## config.mk

```make
export PLATFORM = sky130hd
export DESIGN_NAME = otdr_pulse_scheduler
export DESIGN_NICKNAME = d
export VERILOG_FILES = /design/src/rtl/otdr_pulse_scheduler.sv
export SDC_FILE = /design/constraint.sdc
export NUM_CORES = 1
export LEC_CHECK = 0
export ABC_AREA = 1
export CAP_MARGIN = 20
export CORE_MARGIN = 2
export CORE_UTILIZATION = 25
export CTS_CLUSTER_SIZE = 30
export DETAILED_ROUTE_END_ITERATION = 8
export RECOVER_POWER = 50
export SYNTH_ARGS = -nofsm -noshare
export SYNTH_HDL_FRONTEND = slang
export SYNTH_SLANG_ARGS = --single-unit
```

## constraint.sdc

```tcl
create_clock -name clk -period 3.4 [get_ports clk]
set_input_delay 0.34 -clock clk [delete_from_list [all_inputs] [get_ports clk]]
set_output_delay 0.34 -clock clk [all_outputs]
set_load 0.02 [all_outputs]
```

## src/rtl/otdr_pulse_scheduler.sv

```systemverilog
// OTDR pulse scheduler: runs a burst of laser shots on a fixed period and,
// optionally, an ADC acquisition window at a programmable offset in each shot.
// Optional feature macro: OTDR_PULSE_SCHED_ACQ_EN. When it is defined, the
// acquisition-window logic is built. When it is not defined, acq_window is
// held at 0 and cfg_acq_delay / cfg_acq_len are ignored.
module otdr_pulse_scheduler #(
    parameter int CNT_W  = 32,
    parameter int SHOT_W = 16
) (
    input  logic              clk,
    input  logic              rst,
    input  logic              start,
    input  logic              abort,
    input  logic [CNT_W-1:0]  cfg_period,
    input  logic [CNT_W-1:0]  cfg_pulse_width,
    input  logic [CNT_W-1:0]  cfg_acq_delay,
    input  logic [CNT_W-1:0]  cfg_acq_len,
    input  logic [SHOT_W-1:0] cfg_shots,
    output logic              laser_pulse,
    output logic              acq_window,
    output logic              busy,
    output logic              done,
    output logic              cfg_err,
    output logic [SHOT_W-1:0] shot_idx
);

    typedef enum logic [1:0] {
        IDLE = 2'd0,
        RUN  = 2'd1,
        DONE = 2'd2
    } state_t;

    state_t            state_q, state_d;
    logic [CNT_W-1:0]  p_q, p_d;
    logic [SHOT_W-1:0] shot_q, shot_d;

    // Config captured at start; later changes on cfg_* have no effect on a burst.
    logic [CNT_W-1:0]  period_q, period_d;
    logic [CNT_W-1:0]  width_q, width_d;
    logic [SHOT_W-1:0] shots_q, shots_d;

    logic              laser_q, laser_d;
    logic              acq_q, acq_d;
    logic              busy_q, busy_d;
    logic              done_q, done_d;
    logic              cfg_err_q, cfg_err_d;

    logic              cfg_valid;

`ifdef OTDR_PULSE_SCHED_ACQ_EN
    logic [CNT_W-1:0]  delay_q, delay_d;
    logic [CNT_W-1:0]  len_q, len_d;
    logic [CNT_W:0]    acq_end;
`else
    logic              unused_acq_cfg;
    assign unused_acq_cfg = ^{cfg_acq_delay, cfg_acq_len};
`endif

    assign cfg_valid = (cfg_period >= CNT_W'(2)) &&
                       (cfg_pulse_width != '0) &&
                       (cfg_pulse_width < cfg_period) &&
                       (cfg_shots != '0);

    // Next-state logic: burst sequencing, phase/shot counters, config capture.
    always_comb begin
        state_d   = state_q;
        p_d       = p_q;
        shot_d    = shot_q;
        period_d  = period_q;
        width_d   = width_q;
        shots_d   = shots_q;
        cfg_err_d = 1'b0;
`ifdef OTDR_PULSE_SCHED_ACQ_EN
        delay_d   = delay_q;
        len_d     = len_q;
`endif
        case (state_q)
            IDLE: begin
                // abort outranks start even while idle
                if (start && !abort) begin
                    if (cfg_valid) begin
                        state_d  = RUN;
                        p_d      = '0;
                        shot_d   = '0;
                        period_d = cfg_period;
                        width_d  = cfg_pulse_width;
                        shots_d  = cfg_shots;
`ifdef OTDR_PULSE_SCHED_ACQ_EN
                        delay_d  = cfg_acq_delay;
                        len_d    = cfg_acq_len;
`endif
                    end else begin
                        cfg_err_d = 1'b1;
                    end
                end
            end
            RUN: begin
                if (abort) begin
                    state_d = IDLE;
                    p_d     = '0;
                end else if (p_q == period_q - CNT_W'(1)) begin
                    p_d = '0;
                    if (shot_q == shots_q - SHOT_W'(1)) begin
                        state_d = DONE;
                    end else begin
                        shot_d = shot_q + SHOT_W'(1);
                    end
                end else begin
                    p_d = p_q + CNT_W'(1);
                end
            end
            DONE: begin
                state_d = IDLE;
            end
            default: begin
                state_d = IDLE;
                p_d     = '0;
            end
        endcase
    end

    // Output decode from the next state so the registered outputs line up
    // with the state/phase they describe.
`ifdef OTDR_PULSE_SCHED_ACQ_EN
    // One extra bit keeps delay+len from wrapping; p < period clips the window.
    assign acq_end = {1'b0, delay_d} + {1'b0, len_d};
`endif

    always_comb begin
        laser_d = (state_d == RUN) && (p_d < width_d);
`ifdef OTDR_PULSE_SCHED_ACQ_EN
        acq_d   = (state_d == RUN) && (p_d >= delay_d) && ({1'b0, p_d} < acq_end);
`else
        acq_d   = 1'b0;
`endif
        busy_d  = (state_d != IDLE);
        done_d  = (state_d == DONE);
    end

    // State, counter, config and output registers with synchronous reset.
    always_ff @(posedge clk) begin
        if (rst) begin
            state_q   <= IDLE;
            p_q       <= '0;
            shot_q    <= '0;
            period_q  <= '0;
            width_q   <= '0;
            shots_q   <= '0;
            laser_q   <= 1'b0;
            acq_q     <= 1'b0;
            busy_q    <= 1'b0;
            done_q    <= 1'b0;
            cfg_err_q <= 1'b0;
`ifdef OTDR_PULSE_SCHED_ACQ_EN
            delay_q   <= '0;
            len_q     <= '0;
`endif
        end else begin
            state_q   <= state_d;
            p_q       <= p_d;
            shot_q    <= shot_d;
            period_q  <= period_d;
            width_q   <= width_d;
            shots_q   <= shots_d;
            laser_q   <= laser_d;
            acq_q     <= acq_d;
            busy_q    <= busy_d;
            done_q    <= done_d;
            cfg_err_q <= cfg_err_d;
`ifdef OTDR_PULSE_SCHED_ACQ_EN
            delay_q   <= delay_d;
            len_q     <= len_d;
`endif
        end
    end

    assign laser_pulse = laser_q;
    assign acq_window  = acq_q;
    assign busy        = busy_q;
    assign done        = done_q;
    assign cfg_err     = cfg_err_q;
    assign shot_idx    = shot_q;

endmodule

```

Word level (Yosys, flattened, before mapping) --
Cells that the tools add are included.
Operators by class: bitwise gates (word level) 2, muxes and demuxes 21, add/subtract/negate cells 4, reduce and logical (&&, ||, !) cells 14, magnitude comparators 3, equal/unequal tests 11
Operators by type and width (count):
- two-way mux 32 bit | 7
- case mux 32 bit (3 select lines) | 1
- two-way mux 16 bit | 5
- < comparator 32 bit | 2
- adder 32 x 1 -> 32 bit (second input constant) | 1
- == test 32 bit | 1
- greater-or-equal comparator 32 x 2 -> 1 bit (second input constant) | 1
- case mux 16 bit (2 select lines) | 1
- nonzero test 32 bit | 1
- subtractor 32 x 1 -> 32 bit (second input constant) | 1
- adder 16 x 1 -> 16 bit (second input constant) | 1
- == test 16 bit | 1
- nonzero test 16 bit | 1
- subtractor 16 x 1 -> 16 bit (second input constant) | 1
- two-way mux 2 bit | 5
- inequality test 2 bit (second input constant) | 5
- AND reduction 6 bit | 1
- logical AND 1 bit | 5
- == test 2 x 1 -> 1 bit (second input constant) | 2
- == test 2 bit (second input constant) | 2
- case mux 2 bit (2 select lines) | 1
- nonzero test 2 bit | 2
- AND reduction 3 bit | 1
- OR reduction 3 bit | 1
- 4 further kinds | 5
Word-level totals: input bits 148, output and inout port bits 21, word-level logic and storage cells 65, bits in registers 134

Longest topological paths before layout --
depth after elaboration 9, mapped depth 29, gate-level depth less buffers 27

Worst setup path before layout --
OpenSTA, ideal clock, no wires.
path kind reg-to-reg, start point register period_q[0], end point register laser_q, in the netlist laser_pulse, stages on the path, launching flop included 23, path buffers 1, period minus slack after synthesis 3.349 ns, arrival time 3.225 ns, required time 3.276 ns, setup slack 0.051 ns, library setup time 0.124 ns, cell sequence dfxtp_1 > inv_1 > ha_1 > nand2_2 > nor2_8 > nand2_4 > nor2_1 > nand2_1 > xor2_1 > nand3_1 > nor2_1 > nand3_2 > nand2_1 > inv_2 > buf_4 > nand3_2 > nand2_1 > ha_1 > nand4_1 > or3_1 > a21o_1 > nand4_1 > a21oi_1
Between the ends: longest elaborated chain between the ends 7, elaborated cells on any way between the ends 11, those cells by class 1 x add/sub; 1 x order compare; 2 x eq/ne; 6 x mux; 1 x reduce/logical
RTL lines:
- start, declared | line 38 | logic [CNT_W-1:0] period_q, period_d;
- start signal, assigned | line 162 | period_q <= period_d;
- subtractor 32 x 1 -> 32 bit | line 101 | end else if (p_q == period_q - CNT_W'(1)) begin
- == test 32 bit | line 101
- two-way mux 32 bit | line 101
- two-way mux 32 bit | line 98 | if (abort) begin
- case mux 32 bit (3 select lines) | line 77 | case (state_q)
- named net p_d[30] | line 34 | logic [CNT_W-1:0] p_q, p_d;
- < comparator 32 bit | line 130 | laser_d = (state_d == RUN) && (p_d < width_d);
- logical AND 1 bit | line 130
- end signal, assigned | line 165 | laser_q <= laser_d;
- end, declared | line 42 | logic laser_q, laser_d;
The timed path passes the listed nets, and every way through them passes these cells. A chain may end at the register's enable or synchronous reset.

Worst setup path after layout --
start point register p_q[1], end point register laser_q, in the netlist laser_pulse
Between the ends: longest elaborated chain between the ends 6, elaborated cells on any way between the ends 13, those cells by class 1 x add/sub; 1 x order compare; 2 x eq/ne; 8 x mux; 1 x reduce/logical
RTL lines:
- start, declared | line 34
- start signal, assigned | line 160 | p_q <= p_d;
- adder 32 x 1 -> 32 bit / == test 32 bit (equally long branches) | line 109, 101
- two-way mux 32 bit * | line 101
- two-way mux 32 bit * | line 98
- case mux 32 bit (3 select lines) * | line 77
- named net p_d[31] | line 34
- < comparator 32 bit * | line 130
- logical AND 1 bit * | line 130
Mark *: on every way through the listed nets, which the timed path passes. The rest lies on a longest branch.

==> reports/results.tsv <==
stage	metric	value	unit
floorplanning	row count	72	
worst_setup_path	CP max FO	4	
hold_path	worst min path class	reg2reg	
sta	worst rel slew slack	0.324	
run_status	status	finished with violations	
global_route	initial antenna violation count	0	
synthesis	top-count cell post-synth	nand2_1	
sta	post-layout minimum cycle time	3680	ps
sta	endpoints failing hold	0	
sta	final worst-path cycle share	1.08	
worst_setup_path	required time of the worst setup path	3730	ps
floorplanning	Die X	202	um
clock_network	H-tree levels	4	
worst_setup_path	critical path type	reg2reg	
placed_design	GP Congestion	0.932	
job	MaxCap Viol Count	0	
route	drt first pass iters	5	
placed_design	PortBufs	103	
pwr	Comb pwr share	0.301	
pwr	sequential power share	0.317	
clock_network	CTS Buffer Depth	2	
clock_network	CTS tree	yes	
sta	TNS Setup	-275	ps
worst_setup_path	Critical Path Sink Type	flip-flop	
final_layout	area grow syn2layout	44.3	%
route	Final ANT Viol Nets	0	
hold_path	Worst Hold Launch	shots_q[14]	
synthesis	Synth top area share	0.275	
floorplanning	Die H	202	um
clock_network	cts hold-fix bufs	0	
pwr	maximum VDD drop	328	uV
worst_setup_path	reg-to-reg startpoint	p_q[1]	
pwr	Sw Share	0.329	
synthesis	post-synth cell types	51	
pwr	Switch Pwr	0.00175	W
global_route	first-pass GRT wire length	54000	um
global_route	vias in the first global route	10420	
synthesis	Seq/Total Area, Yosys	0.275	
sta	Setup violations, final	1	
clock_network	Clock Sinks	134	
global_route	global route overflow	0	
route	Via density	4.56	
pwr	Pint	0.00357	W
floorplanning	starting density of the core	0.253	
synthesis	Syn. warnings	0	
route	WL final	33700	um
clock_network	CTS Buf Count	17	
synthesis	ys flop type	dfxtp_1	
sta	final clock skew	18.4	ps
sta	final hold slack	482	ps
synthesis	Post-synth top cells	nand2_1 (305), inv_1 (179), nor2_1 (166)	
sta	max-slew violations	0	
synthesis	Post-synth EDFFs	0	
pwr	PwrDens	378	nW/um^2
synthesis	Mapped Nets	1697	
synthesis	Cells after Synth	1483	
pwr	leakage power	6.80	nW
pwr	clock power share	0.381	
clock_network	clock-pin slew on the worst setup and hold paths	70	ps
final_layout	FILL cells	4046	
sta	RSZ-0062 raised after global routing	true	
final_layout	antenna diode count	0	
worst_setup_path	CP startpoint kind	flip-flop	
sta	setup ws final	-275	ps
final_layout	# nets final	2050	
synthesis	post-synthesis cell area	9770	um^2
sta	Max Clock Freq	272	MHz
route	via count	10801	
synthesis	Synth Register Bits	134	
route	average wire per standard cell	14.2	um
synthesis	post-synth top area cell	dfxtp_1	
run_status	failing checks	negative setup slack	
floorplanning	Core Box Area	38600	um^2
final_layout	share of post-route cells with drive strength above 1	0.216	
floorplanning	die area	40700	um^2
global_route	pin count of the biggest net entering global routing	82	
final_layout	final core utilization	0.365	
pwr	Final Total Pwr	0.00532	W
placed_design	Detailed Place HPWL	27100	um
worst_setup_path	Worst EP arrival	4010	ps
route	DRT iter0 DRCs	694	
synthesis	most area-consuming cells after synthesis	dfxtp_1 (27%), nand2_1 (12%), ha_1 (8.5%)	
worst_setup_path	crit path launch	p_q[1]	
synthesis	syn_area_per_cell	6.59	um^2
clock_network	Worst-Skew Late Latency	450	ps
clock_network	CTS root buf	clkbuf_16	
route	detailed-route DRC error count	0	
floorplanning	I/O pin count	169	
sta	Worst-Margin Slew	1010	ps
global_route	Total GRT Usage	0.168	
synthesis	async set-reset flop share out of synthesis	0	
-- cells in the final DEF (no fill, tap or decap), drive strengths merged --
master	n
nand2	320
buf	274
inv	194
nor2	186
dfxtp	134
a21oi	128
nand3	100
o21ai	100
clkdlybuf4s50	81
ha	66
xor2	60
nand4	52
nor3	39
clkbuf	25
dlygate4sd3	21
xnor2	14
nor4	7
or2	6
clkinv	6
o21bai	5
nand3b	5
o211ai	4
a211oi	4
bufinv	3
a21o	2
a2111oi	2
o21a	1
mux2i	1
o221ai	1
a31oi	1
o2111ai	1
a31o	1
nor3b	1
o221a	1
or3	1
conb	1
clkinvlp	1
-- stage by stage --
stage          cells  setup WS (ps)  instance area [um^2]
5_1_grt         2367           -552                 14100
3_5_place_dp    2332           -831                 13400
2_1_floorplan   1483           51.4                  9770
6_report        2367           -275                 14100
4_1_cts         2366           -269                 14100
3_3_place_gp    2332           -793                 13400
-- worst paths after layout --
kind	endpoint	cells past startpoint	slack (ps)
worst max-delay path	laser_pulse	26	-280
worst min-delay path	shots_q[14]	2	480
worst max register to register	laser_pulse	26	-280
worst min register to register	shots_q[14]	2	480
-- critical path, stage by stage, from the launching register on --
cell and delay, ps:
dfxtp_1 340, buf_4 110, nand2_1 50, nor2_2 110, inv_2 50, nor2_2 90, inv_2 50, nor2_2 110
inv_2 70, nor2_4 100, inv_2 70, nor2_4 100, nand3_2 100, nor3_4 190, nand4_4 130, nor3_4 220
nand3_2 110, nor2_2 160, nand4_1 100, nand3b_1 120, nand2_1 80, ha_1 300, nand4_1 150, or3_4 370
a21o_1 160, nand4_1 90, a21oi_1 50
-- power by group through the flow --
stage	Combinational [W]	Sequential (W)	Clock, W
global route	0.00179	0.00170	0.00213
CTS	0.00160	0.00169	0.00206
detailed placement	0.00158	0.00172	0
floorplan	0.000847	0.00172	0
global placement	0.00156	0.00172	0
finish	0.00160	0.00169	0.00203
-- metal layers --
metal,vias to the layer above,track usage,share of wire
met5,-,0,0
met4,0,0.0496,0.019
met3,37,0.0326,0.060
met2,303,0.273,0.44
met1,4888,0.225,0.48
li1,5573,-,-
-- what timing repair did --
action,4_1_cts,5_1_grt
gates cloned,0,0
gates resized for setup,10,11
buffers inserted,2,1
pin swaps,4,3
endpoints found under the setup margin,1,9
-- final cells by class --
cell class | instances | area (um^2) | area share
Clock buffer | 18 | 439 | 0.0312
Clock inverter | 14 | 190 | 0.0135
Inverter | 190 | 716 | 0.0508
Multi-Input combinational cell | 1110 | 6250 | 0.443
Sequential cell | 134 | 2680 | 0.190
Tap cell | 518 | 648 | 0.0460
Timing Repair Buffer | 383 | 3170 | 0.225
-- flip-flops by register name (all words and copies together), names as in the netlist --
| signal | count |
|---|---|
| laser_pulse | 1 |
| p_q | 32 |
| shot_idx | 16 |
| period_q | 32 |
| done | 1 |
| state_q | 2 |
| cfg_err | 1 |
| busy | 1 |
| width_q | 32 |
| shots_q | 16 |
-- kinds of logic (layout without fill, tap and decap cells) --
group | Yosys count | in the layout | share of synthesized area
simple gates | 717 | 717 | 0.342
compound gates | 251 | 251 | 0.137
buf+inv | 239 | 605 | 0.0937
flops | 134 | 134 | 0.275
xor+xnor | 74 | 74 | 0.0663
fa+ha+maj | 66 | 66 | 0.0845
other cells | 1 | 1 | 0.000384
mux | 1 | 1 | 0.00102
Power figures use the tool's default switching activity.
